<file path="src/rtl/stream_word_packer.sv">
// Packs IN_WIDTH-bit beats into LANES-lane words and queues completed words
// in a circular output FIFO; in_last closes a partial word early.
module stream_word_packer #(
   parameter int IN_WIDTH   = 8,
   parameter int LANES      = 4,
   parameter int FIFO_DEPTH = 4,
   parameter int MSB_FIRST  = 1
) (
   input  logic                              clock,
   input  logic                              clear,
   input  logic [IN_WIDTH-1:0]               in_data,
   input  logic                              in_valid,
   input  logic                              in_last,
   output logic                              in_ready,
   output logic [IN_WIDTH*LANES-1:0]         out_data,
   output logic [$clog2(LANES+1)-1:0]        out_count,
   output logic                              out_last,
   output logic                              out_valid,
   input  logic                              out_ready,
   output logic [$clog2(FIFO_DEPTH+1)-1:0]   fifo_level
);

   localparam int WW = IN_WIDTH * LANES;
   localparam int CW = $clog2(LANES + 1);
   localparam int LW = $clog2(FIFO_DEPTH + 1);
   localparam int KW = $clog2(LANES);
   localparam int PW = (FIFO_DEPTH > 1) ? $clog2(FIFO_DEPTH) : 1;

   logic [WW-1:0] acc_q, acc_d;
   logic [KW-1:0] k_q, k_d;
   logic [PW-1:0] wr_ptr_q, wr_ptr_d;
   logic [PW-1:0] rd_ptr_q, rd_ptr_d;
   logic [LW-1:0] level_q, level_d;

   logic [WW-1:0] mem_data [FIFO_DEPTH];
   logic [CW-1:0] mem_cnt  [FIFO_DEPTH];
   logic          mem_last [FIFO_DEPTH];

   logic [KW-1:0] lane;
   logic [WW-1:0] word;
   logic          beat_fire;
   logic          complete;
   logic          pop;
   logic [CW-1:0] word_cnt;

   // Ready is taken from the registered level only, so a pop never lets
   // a beat in during the same cycle.
   assign in_ready   = (level_q < LW'(FIFO_DEPTH));
   assign out_valid  = (level_q != '0);
   assign fifo_level = level_q;
   assign out_data   = out_valid ? mem_data[rd_ptr_q] : '0;
   assign out_count  = out_valid ? mem_cnt[rd_ptr_q]  : '0;
   assign out_last   = out_valid ? mem_last[rd_ptr_q] : 1'b0;

   always_comb begin
      lane      = (MSB_FIRST != 0) ? (KW'(LANES - 1) - k_q) : k_q;
      beat_fire = in_valid && in_ready;
      complete  = beat_fire && ((k_q == KW'(LANES - 1)) || in_last);
      pop       = out_valid && out_ready;
      word_cnt  = CW'(k_q) + CW'(1);

      word = acc_q;
      word[lane*IN_WIDTH +: IN_WIDTH] = in_data;

      acc_d = acc_q;
      k_d   = k_q;
      if (complete) begin
         acc_d = '0;
         k_d   = '0;
      end else if (beat_fire) begin
         acc_d = word;
         k_d   = k_q + KW'(1);
      end

      wr_ptr_d = wr_ptr_q;
      if (complete) begin
         wr_ptr_d = (wr_ptr_q == PW'(FIFO_DEPTH - 1)) ? '0 : wr_ptr_q + PW'(1);
      end

      rd_ptr_d = rd_ptr_q;
      if (pop) begin
         rd_ptr_d = (rd_ptr_q == PW'(FIFO_DEPTH - 1)) ? '0 : rd_ptr_q + PW'(1);
      end

      level_d = level_q;
      case ({complete, pop})
         2'b10:   level_d = level_q + LW'(1);
         2'b01:   level_d = level_q - LW'(1);
         default: level_d = level_q;
      endcase
   end

   always_ff @(posedge clock) begin
      if (clear) begin
         acc_q    <= '0;
         k_q      <= '0;
         wr_ptr_q <= '0;
         rd_ptr_q <= '0;
         level_q  <= '0;
      end else begin
         acc_q    <= acc_d;
         k_q      <= k_d;
         wr_ptr_q <= wr_ptr_d;
         rd_ptr_q <= rd_ptr_d;
         level_q  <= level_d;
      end
   end

   // Storage needs no reset: outputs are masked while the FIFO is empty.
   always_ff @(posedge clock) begin
      if (!clear && complete) begin
         mem_data[wr_ptr_q] <= word;
         mem_cnt[wr_ptr_q]  <= word_cnt;
         mem_last[wr_ptr_q] <= in_last;
      end
   end

endmodule

</file>
<file path="config.mk">
export PLATFORM = sky130hd
export DESIGN_NAME = stream_word_packer
export DESIGN_NICKNAME = d
export VERILOG_FILES = /design/src/rtl/stream_word_packer.sv
export SDC_FILE = /design/constraint.sdc
export NUM_CORES = 1
export LEC_CHECK = 0
export ABC_AREA = 1
export BUFFER_PORTS_ARGS = -buffer_cell sky130_fd_sc_hd__buf_4
export CAP_MARGIN = 20
export CELL_PAD_IN_SITES_DETAIL_PLACEMENT = 2
export CELL_PAD_IN_SITES_GLOBAL_PLACEMENT = 2
export CORE_ASPECT_RATIO = 0.8
export CORE_UTILIZATION = 40
export DETAILED_ROUTE_END_ITERATION = 8
export GPL_TIMING_DRIVEN = 1
export PLACE_DENSITY_LB_ADDON = 0.1
export SYNTH_ARGS = -nofsm -noshare
export SYNTH_HDL_FRONTEND = slang
export SYNTH_SLANG_ARGS = --single-unit
</file>
<file path="constraint.sdc">
create_clock -name clock -period 4.6 [get_ports clock]
set_input_delay 0.23 -clock clock [delete_from_list [all_inputs] [get_ports clock]]
set_output_delay 0.23 -clock clock [all_outputs]
set_load 0.01 [all_outputs]
</file>
==> flow_summary_export.csv <==
group,metric,value,unit
global_route,grt_pass1_vias,6872,
power_and_ir_drop,power_density,577,nW/um2
synth,netlist_instances,830,
cts,cts_tree,"yes",
hold_path,hp-class,"in2reg",
placement,dp_hpwl,17400,um
finish,fin_util,46.8,%
synth,synth.top_cell.area_share,53.6,%
synth,synth_fa_ha_area_share,1.80,%
synth,synth_warnings,0,
synth,seq_area_frac_synth,64.2,%
setup_path,reg2reg_depth,9,
cts,clock_sinks,187,
sta,max_freq,0.306,GHz
setup_path,max_stage_delay,0.61,ns
synth,synth-seq-cells,187,
global_route,grt_max_degree,58,
synth,synth_nets,854,
setup_path,critPathKind,"reg2reg",
cts,post_cts_resized,0,
drt,wirelength,26500,um
sta,hold_violations,0,
die,rows,46,
power_and_ir_drop,pwr-share-comb,35.0,%
hold_path,hold_path_depth,4,
sta,setup_slack,1.34,ns
drt,routed-via-count,6178,
die,dieArea,20800,um2
global_route,grt_first_pass_wirelength,40400,um
power_and_ir_drop,ir_drop,254,uV
synth,synthArstFlopShare,0,%
setup_path,cp.arrival,3.37,ns
power_and_ir_drop,p_sw_share,38.3,%
sta,relSlewSlack,42.1,%
synth,synthesis.area,8070,um2
global_route,grt_use_total,26.9,%
die,ioPinCount,54,
cts,root_buffer,"clkbuf_16",
drt,routedWlPerCell,23.0,um
die,core,19800,um2
synth,ys_top_cells_by_area,"edfxtp_1 54%, dfxtp_1 11%, nor2_1 10%, nand2_1 4.8%, nand3_1 3.7%",
drt,drc,0,
synth,ys_types,27,
cts,cts_buffers,17,
sta,slew_viol_final,0,
setup_path,r2r_setup_slack,1.34,ns
sta,skew,0.0174,ns
synth,synthMuxAreaShare,0,%
sta,rsz0062_at_grt,"no",
synth,syn_area_per_cell,9.73,um2
finish,layout-drive-gt1-share,13.9,%
global_route,grt-ovfl-total,0,
finish,instances_no_fill,1150,
setup_path,required,4.71,ns
drt,via_per_inst,5.37,
synth,synth_compound_area_share,7.87,%
cts,clkTransAtPathRegs,0.08,ns
setup_path,crit_path_start_kind,"flop",
cts,clk_path_buf_depth,2,
placement,gp_congestion,0.769,
job,maxCapViolations,0,
finish,finalNetCount,897,
die,die_w,161,um
placement,io_buffers,53,
setup_path,path_max_fanout,22,
finish,antenna_cells,0,
global_route,antenna_found_initial,0,
power_and_ir_drop,p_sw,2050,uW
synth,yosys.area.top_type,"edfxtp_1",
sta,finalCritPeriodShare,71.0,%
power_and_ir_drop,p_leak,0.00377,uW
synth,synth-simple-area-share,20.0,%
setup_path,cpMaxStageDelayCell,"dfxtp_1",
sta,min_period,3.26,ns
die,die_h,129,um
setup_path,critical_path.cell_chain,"ha_1 > buf_4 > inv_2 > nand2_1 > nand2_2 > nor2_1 > inv_2 > nor2_4 > buf_4",
sta,worst_pin_slew,0.868,ns
drt,drt_iter0_markers,346,
power_and_ir_drop,internal_power,3310,uW
power_and_ir_drop,clkPwrFrac,27.0,%
die,start_util,40.8,%
synth,synth-xor-area-share,0,%
cts,clk_latency,0.44,ns
setup_path,crit_path_end_kind,"flop",
cts,h-tree-depth,4,
synth,synth_flop_cell,"edfxtp_1",
placement,dp_slack,1.37,ns
power_and_ir_drop,p_total,5350,uW
drt,firstDrtPassIters,4,
power_and_ir_drop,power_frac_seq,38.1,%
sta,setup_tns,0,ns
outcome,status,"finished, final reports clean",
synth,synth_edf_count,144,
drt,drt.antenna.violating_nets,0,
finish,area_delta_synth_final,14.9,%
synth,synth_top_family_by_area,"simple AND/OR/NAND/NOR gates",
sta,setup_violations,0,
placement,dp.cells,1117,
==> cell families after synthesis <==
| family | count (synthesis) |
|---|---|
| compound gates | 125 |
| fa+ha+maj | 11 |
| buf+inv | 110 |
| flops | 187 |
| simple gates | 397 |
==> per-stage QoR <==
step | hold slack [ns] | instance area [um2]
after CTS | 0.118 | 9270
after detailed placement | 0.473 | 8690
final | 0.135 | 9270
after global placement | 0.453 | 8670
after global routing | 0.150 | 9270
after floorplan | 0.329 | 8070
==> sequential cells by signal (all words and copies together) (netlist names), named ones only <==
name and cells:
mem_data 128, acc_q 32, mem_cnt 12, mem_last 4, fifo_level 3, k_q 2, rd_ptr_q 2, wr_ptr_q 2
==> final cells by class <==
cell class	count	area (um2)
Clock buffer	18	429
Clock inverter	14	141
Fill cell	2134	10500
Inverter	70	264
Multi-Input combinational cell	533	2430
Sequential cell	187	5190
Tap cell	264	330
Timing Repair Buffer	64	495
==> worst paths after layout <==
check | start | endpoint
worst max-delay path | k_q[0] | mem_cnt[3][1]
worst min-delay path | out_ready | flop
worst min register to register | fifo_level[0] | fifo_level[0]
worst max register to register | k_q[0] | mem_cnt[3][1]
==> cells in the mapped netlist, types with 2 or more instances <==
cell type and number:
a21oi_1 42, buf_2 18, buf_4 5, buf_6 4
clkbuf_1 10, clkbuf_2 2, dfxtp_1 43, edfxtp_1 144
ha_1 10, inv_1 59, inv_2 10, nand2_1 104
nand3_1 60, nor2_1 219, nor2_2 8, o21ai_0 34
o21ai_1 41, o22ai_1 8
==> per-layer routing <==
metal	vias up	wire (um)	GRT usage (%)
li1	2838	-	-
met3	36	1150	4.93
met2	145	13400	47.0
met5	-	0	0
met4	0	535	9.32
met1	3159	11400	33.8
==> layout by cell type, fill, tap and decap left out, types with 8 or more instances in the layout <==
cell type / count
edfxtp_1: 144
nand3_1: 60
inv_2: 10
a21oi_1: 42
buf_4: 62
nand2_1: 104
o22ai_1: 8
clkbuf_16: 17
dfxtp_1: 42
ha_1: 10
inv_1: 59
o21ai_1: 41
o21ai_0: 34
nor2_2: 8
nor2_1: 215
==> power groups by stage <==
stage          clock, uW  combinational (uW)  sequential [uW]
6_report            1440                1870             2040
5_1_grt             1520                2050             2050
4_1_cts             1480                1900             2040
3_5_place_dp           0                1870             2080
3_3_place_gp           0                1720             2060
2_1_floorplan          0                1090             2050
==> worst max-delay path: cells and delay by family, from the launching register on <==
family        cells  cell delay, ns
buf+inv           4            0.91
simple gates      4            1.16
fa+ha+maj         1            0.23
flops             1            0.61
==> repair_timing <==
action | CTS | global route
endpoints found under the hold margin | 1 | 0
endpoints found under the setup margin | 0 | 0
setup buffers | 0 | 0
hold buffers | 1 | 0
(Power assumes the default switching activity.)
